<file path="config.mk">
export PLATFORM = sky130hd
export DESIGN_NAME = mem_port_arbiter
export DESIGN_NICKNAME = d
export VERILOG_FILES = /design/src/rtl/mem_port_arbiter_pkg.sv /design/src/rtl/mem_port_arbiter_rr_pick2.sv /design/src/rtl/mem_port_arbiter.sv
export SDC_FILE = /design/constraint.sdc
export NUM_CORES = 1
export LEC_CHECK = 0
export BUFFER_PORTS_ARGS = -buffer_cell sky130_fd_sc_hd__buf_2
export CORE_UTILIZATION = 49
export DETAILED_ROUTE_END_ITERATION = 8
export GPL_TIMING_DRIVEN = 0
export PLACE_DENSITY = 0.85
export SETUP_SLACK_MARGIN = 0.5
export SYNTH_ARGS = -nofsm -noshare
export SYNTH_HDL_FRONTEND = slang
export SYNTH_SLANG_ARGS = --single-unit
</file>
<file path="constraint.sdc">
create_clock -name clk_i -period 3.3 [get_ports clk_i]
set_input_delay 0.165 -clock clk_i [delete_from_list [all_inputs] [get_ports clk_i]]
set_output_delay 0.165 -clock clk_i [all_outputs]
set_load 0.02 [all_outputs]
</file>
<file path="src/rtl/mem_port_arbiter_pkg.sv">
// Shared definitions for the two-port memory arbiter: FSM state encoding,
// port-select constants and access-counter width.
// Used by: mem_port_arbiter (top), rr_pick2 (picker).
package mem_port_arbiter_pkg;

  typedef enum logic [1:0] {
    ST_IDLE   = 2'd0,
    ST_ACCESS = 2'd1,
    ST_RESP   = 2'd2
  } state_e;

  // Port identifiers, also the encoding of the datapath mux select.
  localparam logic PORT_IF = 1'b0;  // instruction fetch, read-only
  localparam logic PORT_DM = 1'b1;  // data access, read/write

  // Counter wide enough for the largest legal latency (255).
  localparam int CNT_W = 8;

endpackage

</file>
<file path="src/rtl/mem_port_arbiter_rr_pick2.sv">
// Purpose: combinational 2-way round-robin picker.
// Latency: 0 cycles (pure combinational).
// Backpressure: none; the caller decides when the pick is consumed.
// Ports: req0_i/req1_i requests, last_gnt_i previous winner,
//        gnt_valid_o any request present, gnt_id_o winning port.
module rr_pick2
  import mem_port_arbiter_pkg::*;
(
  input  logic req0_i,
  input  logic req1_i,
  input  logic last_gnt_i,
  output logic gnt_valid_o,
  output logic gnt_id_o
);

  assign gnt_valid_o = req0_i | req1_i;

  // On a conflict the port that did not win last time goes next;
  // otherwise the lone requester wins.
  always_comb begin
    gnt_id_o = PORT_IF;
    if (req0_i && req1_i) begin
      gnt_id_o = ~last_gnt_i;
    end else if (req1_i) begin
      gnt_id_o = PORT_DM;
    end
  end

endmodule

</file>
<file path="src/rtl/mem_port_arbiter.sv">
// Purpose: shares one single-port fixed-latency memory between a fetch port (0)
//          and a data port (1) with round-robin arbitration.
// Latency: request in IDLE cycle N -> ACCESS N+1..N+LAT -> ack pulse in N+LAT+1.
// Backpressure: level request held until the one-cycle ack; no grant is made
//               outside IDLE, so losers simply wait.
// Ports: req/addr per port (+we/wdata on port 1), ack pulses, registered read
//        data, mux select, memory enable/we/addr/wdata, memory read data, busy.
module mem_port_arbiter
  import mem_port_arbiter_pkg::*;
#(
  parameter int ADDR_W = 32,
  parameter int DATA_W = 32,
  parameter int LAT    = 2
) (
  input  logic              clk_i,
  input  logic              rst_i,
  input  logic              req0_i,
  input  logic [ADDR_W-1:0] addr0_i,
  input  logic              req1_i,
  input  logic              we1_i,
  input  logic [ADDR_W-1:0] addr1_i,
  input  logic [DATA_W-1:0] wdata1_i,
  output logic              ack0_o,
  output logic              ack1_o,
  output logic [DATA_W-1:0] rdata_o,
  output logic              sel_o,
  output logic              mem_en_o,
  output logic              mem_we_o,
  output logic [ADDR_W-1:0] mem_addr_o,
  output logic [DATA_W-1:0] mem_wdata_o,
  input  logic [DATA_W-1:0] mem_rdata_i,
  output logic              busy_o
);

  state_e             state_q;
  logic               last_gnt_q;
  logic [CNT_W-1:0]   cnt_q;
  logic               sel_q;
  logic               ack0_q;
  logic               ack1_q;
  logic               en_q;
  logic               we_q;
  logic [ADDR_W-1:0]  addr_q;
  logic [DATA_W-1:0]  wdata_q;
  logic [DATA_W-1:0]  rdata_q;

  logic gnt_valid;
  logic gnt_id;

  rr_pick2 u_pick (
    .req0_i      (req0_i),
    .req1_i      (req1_i),
    .last_gnt_i  (last_gnt_q),
    .gnt_valid_o (gnt_valid),
    .gnt_id_o    (gnt_id)
  );

  always_ff @(posedge clk_i or negedge rst_i) begin
    if (!rst_i) begin
      // last_gnt starts at port 1 so port 0 wins the first conflict.
      state_q    <= ST_IDLE;
      last_gnt_q <= PORT_DM;
      cnt_q      <= '0;
      sel_q      <= PORT_IF;
      ack0_q     <= 1'b0;
      ack1_q     <= 1'b0;
      en_q       <= 1'b0;
      we_q       <= 1'b0;
      addr_q     <= '0;
      wdata_q    <= '0;
      rdata_q    <= '0;
    end else begin
      case (state_q)
        ST_IDLE: begin
          if (gnt_valid) begin
            state_q    <= ST_ACCESS;
            last_gnt_q <= gnt_id;
            sel_q      <= gnt_id;
            en_q       <= 1'b1;
            cnt_q      <= CNT_W'(LAT - 1);
            if (gnt_id == PORT_DM) begin
              addr_q  <= addr1_i;
              we_q    <= we1_i;
              wdata_q <= wdata1_i;
            end else begin
              // Fetch port is read-only; its write enable is forced low.
              addr_q <= addr0_i;
              we_q   <= 1'b0;
            end
          end
        end
        ST_ACCESS: begin
          if (cnt_q == '0) begin
            // Last access cycle: memory data is valid now.
            if (!we_q) begin
              rdata_q <= mem_rdata_i;
            end
            en_q    <= 1'b0;
            we_q    <= 1'b0;
            ack0_q  <= (sel_q == PORT_IF);
            ack1_q  <= (sel_q == PORT_DM);
            state_q <= ST_RESP;
          end else begin
            cnt_q <= cnt_q - CNT_W'(1);
          end
        end
        ST_RESP: begin
          // No grant here, so a still-high request from the acked port
          // is only reconsidered in IDLE next cycle.
          ack0_q  <= 1'b0;
          ack1_q  <= 1'b0;
          state_q <= ST_IDLE;
        end
        default: begin
          state_q <= ST_IDLE;
        end
      endcase
    end
  end

  assign ack0_o      = ack0_q;
  assign ack1_o      = ack1_q;
  assign rdata_o     = rdata_q;
  assign sel_o       = sel_q;
  assign mem_en_o    = en_q;
  assign mem_we_o    = we_q;
  assign mem_addr_o  = addr_q;
  assign mem_wdata_o = wdata_q;
  assign busy_o      = (state_q != ST_IDLE);

endmodule

</file>
Word level (Yosys, flattened, before mapping)
Cells that the tools add are included. W data, S select, Z words.

Logic and storage cells: 53. Latch bits: 0. Bits in read-only memories: 0. Bits in writable memories: 0. Bits in registers: 112. Memories kept: 0.

$lt $le $gt $ge: 0. Shift-type cells: 0. Divide/modulo/power cells: 0. Reductions and logical operators: 13. Equality and inequality tests: 5. Muxes and demuxes: 19. Bitwise logic cells: 4. Multiply operators: 0. $add $sub $neg: 1.

Operators with widths (number): $mux W32 (1); $mux W8 (2); $pmux W8 S2 (1); $reduce_and A3 Y1 (4); $logic_not A8 Y1 (1); $mux W1 (8); $pmux W1 S2 (4); $sub A8 B1 Y8 const B (1); $ne A2 B2 Y1 const B (3); $reduce_and A2 Y1 (3); $reduce_bool A2 Y1 (3); $mux W2 (2); $pmux W2 S2 (1); $not A1 Y1 (3); $eq A2 B1 Y1 const B (1); $eq A2 B2 Y1 const B (1); $logic_not A2 Y1 (1); $logic_and A1 B1 Y1 (1); $or A1 B1 Y1 (1).

Depth between registers and ports, before layout
Gate-level depths: netlist of run 1.

Depth after elaboration: 5. Gate-level depth with buffers: 7. Mapped depth without buffers: 6.

Modules after synthesis
From an unflattened synthesis of run 1, not the netlist that was laid out.

Cell total of the unflattened synthesis: 356. Area total of the unflattened synthesis: 4798.4 µm².

Modules (own cells, without submodules): mem_port_arbiter (cells each 354, area an instance 4784.6 µm², times used 1); rr_pick2 (cells each 2, area an instance 13.8 µm², times used 1).

Least setup slack after synthesis of run 1
No wires, ideal clock.

Path kind: register -> register. From: register cnt_q[0]. To: register rdata_q[10] (netlist: rdata_o[10]). Setup time: 0.127 ns. Period minus slack after synthesis: 1.858 ns. Slack: 1.442 ns. Data arrival time: 1.730 ns. Cell stages (with the launch flop): 8. Required time: 3.173 ns. Path through: dfrtp_1 -> inv_1 -> ha_1 -> nor3b_2 -> nand3_2 -> nor2_4 -> buf_6 -> mux2_1.

Cells in the longest elaborated chain, start to end: 2.

Ends and longest elaborated chain: from (decl) (RTL line mem_port_arbiter.sv:37) `logic [CNT_W-1:0] cnt_q;`; from (signal assigned) (RTL line mem_port_arbiter.sv:80) `cnt_q <= CNT_W'(LAT - 1);`; from (signal assigned) (RTL line mem_port_arbiter.sv:104) `cnt_q <= cnt_q - CNT_W'(1);`; $logic_not A8 Y1 (RTL line mem_port_arbiter.sv:93) `if (cnt_q == '0) begin`; $reduce_and A3 Y1 (no line); to (signal assigned) (RTL line mem_port_arbiter.sv:96) `rdata_q <= mem_rdata_i;`; to (decl) (RTL line mem_port_arbiter.sv:45) `logic [DATA_W-1:0] rdata_q;`.

Every way passes these cells. A chain may end at the register's enable or synchronous reset.

Final worst setup path of run 1
From: register cnt_q[0]. To: register rdata_q[7] (netlist: rdata_o[7]).

The elaborated chain is that of the path after synthesis.

==> results of run 1 <==
## metrics by stage
stage                     hold WS [ns]   util
after floorplan                 -0.131      -
after global placement           0.384  0.664
after detailed placement         0.267  0.668
after CTS                     0.000203  0.700
after global routing          0.000923  0.705
final                          0.00810  0.706
## worst max-delay path: stages (launching register included)
cell and delay, ns:
dfrtp_1 0.42, inv_1 0.09, ha_1 0.19, nor3b_2 0.32, nand3_2 0.25, nor2_4 0.23, buf_6 0.18, mux2_1 0.34
## flip-flops by register name, indices dropped and copies added (netlist names)
| register | flops |
|---|---|
| last_gnt_q | 1 |
| rdata_o | 32 |
| mem_wdata_o | 32 |
| mem_en_o | 1 |
| ack1_o | 1 |
| state_q | 2 |
| mem_addr_o | 32 |
| cnt_q | 8 |
| sel_o | 1 |
| mem_we_o | 1 |
| ack0_o | 1 |
## final cells by class
| cell class | instances | area (sq um) |
|---|---|---|
| flip-flops and latches | 112 | 2800 |
| clock buffers | 9 | 124 |
| diodes | 1 | 2.50 |
| well taps | 108 | 135 |
| inverters | 5 | 18.8 |
| multi-input cells | 215 | 1680 |
| plain buffers | 17 | 95.1 |
| fillers | 656 | 2620 |
| clock inverters | 6 | 52.6 |
| repair buffers | 251 | 1360 |
## worst paths after layout
path / startpoint / end / cells past startpoint
worst max-delay path: cnt_q[0] / rdata_o[7] / 7
worst min-delay path: mem_rdata_i[29] / rdata_o[29] / 2
worst max register to register: cnt_q[0] / rdata_o[7] / 7
worst min register to register: last_gnt_q / last_gnt_q / 2
max in group asynchronous: rst_i / last_gnt_q / 3
min in group asynchronous: rst_i / rdata_o[10] / 2
## routing by layer
| metal | wire (um) | vias up |
|---|---|---|
| li1 | - | 1730 |
| met1 | 4420 | 1731 |
| met2 | 6000 | 170 |
| met3 | 701 | 22 |
| met4 | 282 | 0 |
| met5 | 0 | - |
## logic make-up after synthesis
family	Yosys count	share of synthesized area
flip-flops	112	0.610
multiplexers	100	0.235
AND/OR/NAND/NOR	69	0.0734
AO/OA/AOI/OAI	43	0.0498
buffers and inverters	22	0.0248
adder cells (fa/ha/maj)	2	0.00544
XOR/XNOR	1	0.00190
## placed cells by master, fill, tap and decap left out, types with 2 or more instances in the layout
cell             n
a21oi_1          2
buf_2          240
buf_6            3
clkbuf_1         7
clkbuf_8         9
clkinvlp_4       2
dfrtp_1        111
dlygate4sd3_1   16
ha_1             2
inv_1            5
inv_6            2
mux2_1          30
mux2_2          34
mux2i_1         36
nand2_1         47
nand2b_1         2
nand3_1          6
nor2_1           4
o21ai_0         35
## power by group through the flow
stage,combinational [mW],sequential (mW),clock [mW]
global route,0.179,1.37,0.832
detailed placement,0.149,1.40,0
floorplan,0.0335,1.40,0
CTS,0.159,1.37,0.776
finish,0.161,1.37,0.756
global placement,0.138,1.40,0
==> results.ini, run 1 <==
[floorplanning]
die_height_um = 98.9
fp.dieW_um = 98.9
core-area_sq_mm = 0.00889
dieArea_sq_mm = 0.00978
start_util = 0.517
fp-row-count = 34
io_pins = 235

[yosys]
synthCells = 349
yosys-top-cells-count = dfrtp_1 (111), nand2_1 (47), mux2i_1 (36)
synth_fp_nets = 484
syn_area_sq_mm = 0.00460
synth_area_leaders = dfrtp_1 (60%), mux2_2 (8.3%), mux2i_1 (7.8%)
synth_top_area_cell = dfrtp_1
ys_seq_area_frac = 0.610
synth.top_cell.area_share = 0.604
ys_warn_count = 0
synth_edf_count = 0
yosysMostFrequentCell = dfrtp_1
synth_flop_cell = dfrtp_1
ys_ff_latch = 112
async_flop_share = 1.00
ys_types = 33
synth_area_per_cell_sq_um = 13.2

[sta]
slew_headroom = 0.520
clock_skew_ns = 0.0145
finalHoldViolations = 0
max_freq_ghz = 0.468
setup-violations-final = 0
tightest_slew_ns = 0.714
drv_slew = 0
period_needed_ns = 2.14
fin_setup_tns_ns = 0
min_period_over_period = 0.647
rsz0062_at_grt = false
setup_ws_ns = 1.16

[drt]
wirelength_mm = 11.4
drtIter0Drc = 121
drt-vias-per-instance = 5.05
drt_pass1_iterations = 4
drc = 0
postRouteAntennaNets = 0
wire_per_inst_um = 15.7
dr_total_vias = 3653

[critical_path]
cp.required_ns = 3.55
cp-end-kind = register
start_kind = register
critPathKind = reg2reg
cp.arrival_ns = 2.39
rrSetupSlack_ns = 1.16
crit_fanout = 10

[pwr]
combPwrFrac = 0.070
vdd_drop_max_mv = 0.192
power_mw = 2.29
p_sw_frac = 0.238
power_frac_seq = 0.599
internal_power_mw = 1.74
clkPwrFrac = 0.330
p_per_area_mw_per_mm2 = 365
p_switching_mw = 0.544
p_leak_nw = 3.67

[cells_and_area]
drive_gt1_frac = 0.488
stdcell_area_sq_mm = 0.00627
fin_cells = 724
syn2layout_area_growth_pct = 36.4
nets = 746

[global_routing]
grt_pass1_wl_mm = 17.7
busiest_layer = met2
grt_pass1_vias = 3723
grtUsageMet2 = 0.428
use_met3 = 0.0504
grt-ovfl-total = 0
antenna_found_initial = 0
grt_use_total = 0.236
gr-usage-met1 = 0.272
grt_start_max_net_pins = 58

[job]
drv_cap = 0

[place]
gp_congestion = 0.798
dp.cells = 692
hpwlAfterDp_mm = 8.83
port-buffer-count = 234
pre_cts_ws_ns = 1.17
placed_area_sq_mm = 0.00594

[clock_tree]
cts_root_buf = clkbuf_8
htreeDepth = 3
postCtsSetupBuffers = 0
cts_resized = 0
cts_sinks = 112
cts_tree = done
path_clk_slew_ns = 0.10
insertion_delay_ns = 0.38
clockBufferDepth = 2
cts_buffers = 9
cts_hold_buf = 11

[min_path]
min_path_type = in2reg

[outcome]
outcome = finished clean

Note: power is estimated with default switching activity, not from simulation.
==> inputs of run 2 (changes only) <==
--- a/config.mk
+++ b/config.mk
@@ -5,11 +5,12 @@
 export SDC_FILE = /design/constraint.sdc
 export NUM_CORES = 1
 export LEC_CHECK = 0
+export ABC_AREA = 1
 export BUFFER_PORTS_ARGS = -buffer_cell sky130_fd_sc_hd__buf_2
-export CORE_UTILIZATION = 49
+export CORE_UTILIZATION = 42
 export DETAILED_ROUTE_END_ITERATION = 8
 export GPL_TIMING_DRIVEN = 0
-export PLACE_DENSITY = 0.85
+export PLACE_DENSITY = 0.77
 export SETUP_SLACK_MARGIN = 0.5
 export SYNTH_ARGS = -nofsm -noshare
 export SYNTH_HDL_FRONTEND = slang
==> constraint.sdc (replaced) <==
create_clock -name clk_i -period 1.96 [get_ports clk_i]
set_input_delay 0.098 -clock clk_i [delete_from_list [all_inputs] [get_ports clk_i]]
set_output_delay 0.098 -clock clk_i [all_outputs]
set_load 0.02 [all_outputs]
==> run 2 against run 1 <==
Net effect: clock skew is 0.0077 ns lower; critical path depth is 3 higher; clock power grew to 2.6 times the previous value; via count rose by 38%; synthesized cell count grew 61%; highest routed layer unchanged; largest power group is now combinational logic; non-clock buffer count grew 74; final cell count up 42%; count of clock-buffer cells in the layout up 1.
==> results.ini, run 2 <==
[yosys]
synth_area_per_cell_sq_um = 8.58
ys_types = 26
yosys-top-cells-count = nand2_1 (197), dfrtp_1 (111), nand3_1 (70)
yosysMostFrequentCell = nand2_1
synthCells = 563
synth_area_leaders = dfrtp_1 (57%), nand2_1 (15%), nand3_1 (7.3%)
synth_top_area_cell = dfrtp_1
synth_fp_nets = 698
synth_edf_count = 0
ys_warn_count = 0
synth_flop_cell = dfrtp_1
async_flop_share = 1.00
ys_seq_area_frac = 0.580
syn_area_sq_mm = 0.00483
ys_ff_latch = 112
synth.top_cell.area_share = 0.575

[floorplanning]
fp.dieW_um = 109
fp-row-count = 38
die_height_um = 109
core-area_sq_mm = 0.0110
io_pins = 235
dieArea_sq_mm = 0.0119
start_util = 0.438

[drt]
wirelength_mm = 15.3
postRouteAntennaNets = 0
dr_total_vias = 5037
wire_per_inst_um = 14.8
drt-vias-per-instance = 4.90
drtIter0Drc = 294
drt_pass1_iterations = 4
drc = 0

[place]
gp_congestion = 0.851
hpwlAfterDp_mm = 9.63
port-buffer-count = 234

[pwr]
power_mw = 12.2
vdd_drop_max_mv = 0.860
p_per_area_mw_per_mm2 = 1620
p_leak_nw = 4.08

[cells_and_area]
layout_common_cells = buf_2 (238), nand2_1 (162), dfrtp_1 (110), nand3_1 (70), dlygate4sd3_1 (55)
num_antenna_cells = 0
nets = 1019
multi_input_area_sq_mm = 0.00195
register_area_sq_mm = 0.00281
syn2layout_area_growth_pct = 56.7
drive_gt1_frac = 0.405
final_util = 0.687
fillers = 881
layout_commonest_cell = buf_2

[clock_tree]
cts_sinks = 112
clockBufferDepth = 2
cts_root_buf = clkbuf_16
path_clk_slew_ns = 0.08
cts_tree = done
cts_buffers = 9
insertion_delay_ns = 0.34
htreeDepth = 3

[critical_path]
crit_fanout = 6
cp.arrival_ns = 1.77
start_kind = register
cp.required_ns = 2.24
critPathKind = reg2reg
cp-end-kind = register

[outcome]
outcome = finished clean

[sta]
setup-violations-final = 0
slew_headroom = 0.678
tightest_slew_ns = 0.483
clock_skew_ns = 0.00683
period_needed_ns = 1.48
rsz0062_at_grt = true
max_freq_ghz = 0.674
drv_slew = 0
min_period_over_period = 0.757
finalHoldViolations = 0

[min_path]
min_path_type = in2reg

[global_routing]
grt-ovfl-total = 0
antenna_found_initial = 0
grt_use_total = 0.248
grt_pass1_vias = 4866
grt_pass1_wl_mm = 22.7
grt_start_max_net_pins = 63

[job]
drv_cap = 0

==> run 2: worst max-delay path: stages (launching register included) <==
cell     delay, ns
dfrtp_1       0.40
inv_2         0.08
ha_4          0.13
nand2_4       0.04
nor2_4        0.11
nand3_4       0.12
inv_8         0.10
buf_6         0.10
buf_4         0.13
nand3_1       0.09
nand2_1       0.10
==> run 2: logic make-up after synthesis <==
| logic type | synth area share |
|---|---|
| flops | 0.580 |
| fa+ha+maj | 0.00518 |
| compound gates | 0.0733 |
| xor+xnor | 0.00544 |
| buf+inv | 0.0515 |
| simple gates | 0.284 |
==> run 2: cell type report <==
cell class	instances	area share
well taps	140	0.0231
repair buffers	310	0.262
multi-input cells	402	0.257
clock buffers	10	0.0316
plain buffers	32	0.0363
flip-flops and latches	112	0.370
inverters	17	0.00975
clock inverters	6	0.00975
==> run 2: worst paths after layout <==
kind                              startpoint         endpoint  slack (ns)  cells past startpoint
max in group asynchronous              rst_i   mem_addr_o[30]        1.04                      3
worst min-delay path            wdata1_i[30]  mem_wdata_o[30]        0.01                      3
worst max register to register      cnt_q[1]      rdata_o[10]        0.48                     10
worst max-delay path                cnt_q[1]      rdata_o[10]        0.48                     10
min in group asynchronous              rst_i         cnt_q[1]        0.27                      2
worst min register to register      mem_en_o         mem_en_o        0.47                      2
==> run 2: repair_timing <==
item,CTS,global route
endpoints found under the setup margin,88,101
setup buffers,8,6
pin swaps,11,12
gates resized for setup,38,88
hold buffers,55,0
hold endpoints to repair,103,0
cloned,5,1
==> run 2: where the power goes <==
group / internal, mW / leakage (nW) / switching [mW]
logic: 2.35 / 2.55 / 3.86
registers: 3.42 / 1.38 / 0.673
clock network: 1.05 / 0.154 / 0.887
==> run 2: layer usage <==
metal  wire length [um]  vias to the layer above  global-route usage  share of wire
met5                  0                        -                   0              0
met4                411                        0               0.107          0.027
met3                814                       36              0.0371          0.053
met2               7780                      191               0.438           0.51
met1               6250                     2353               0.299           0.41
li1                   -                     2457                   -              -
==> run 2: metrics by stage <==
step                      setup TNS (ns)  cells  worst slack (ns)  instance area [sq um]  hold WS [ns]
final                                  0   1029             0.477                   7570       0.00979
after global routing                   0   1029             0.385                   7570       0.00821
after CTS                              0   1022             0.479                   7310       0.00252
after detailed placement               0    938             0.282                   6210        0.0760
after global placement            -60.87    937            -0.555                   6180         0.329
after floorplan                        0    563             0.503                   4830        -0.198
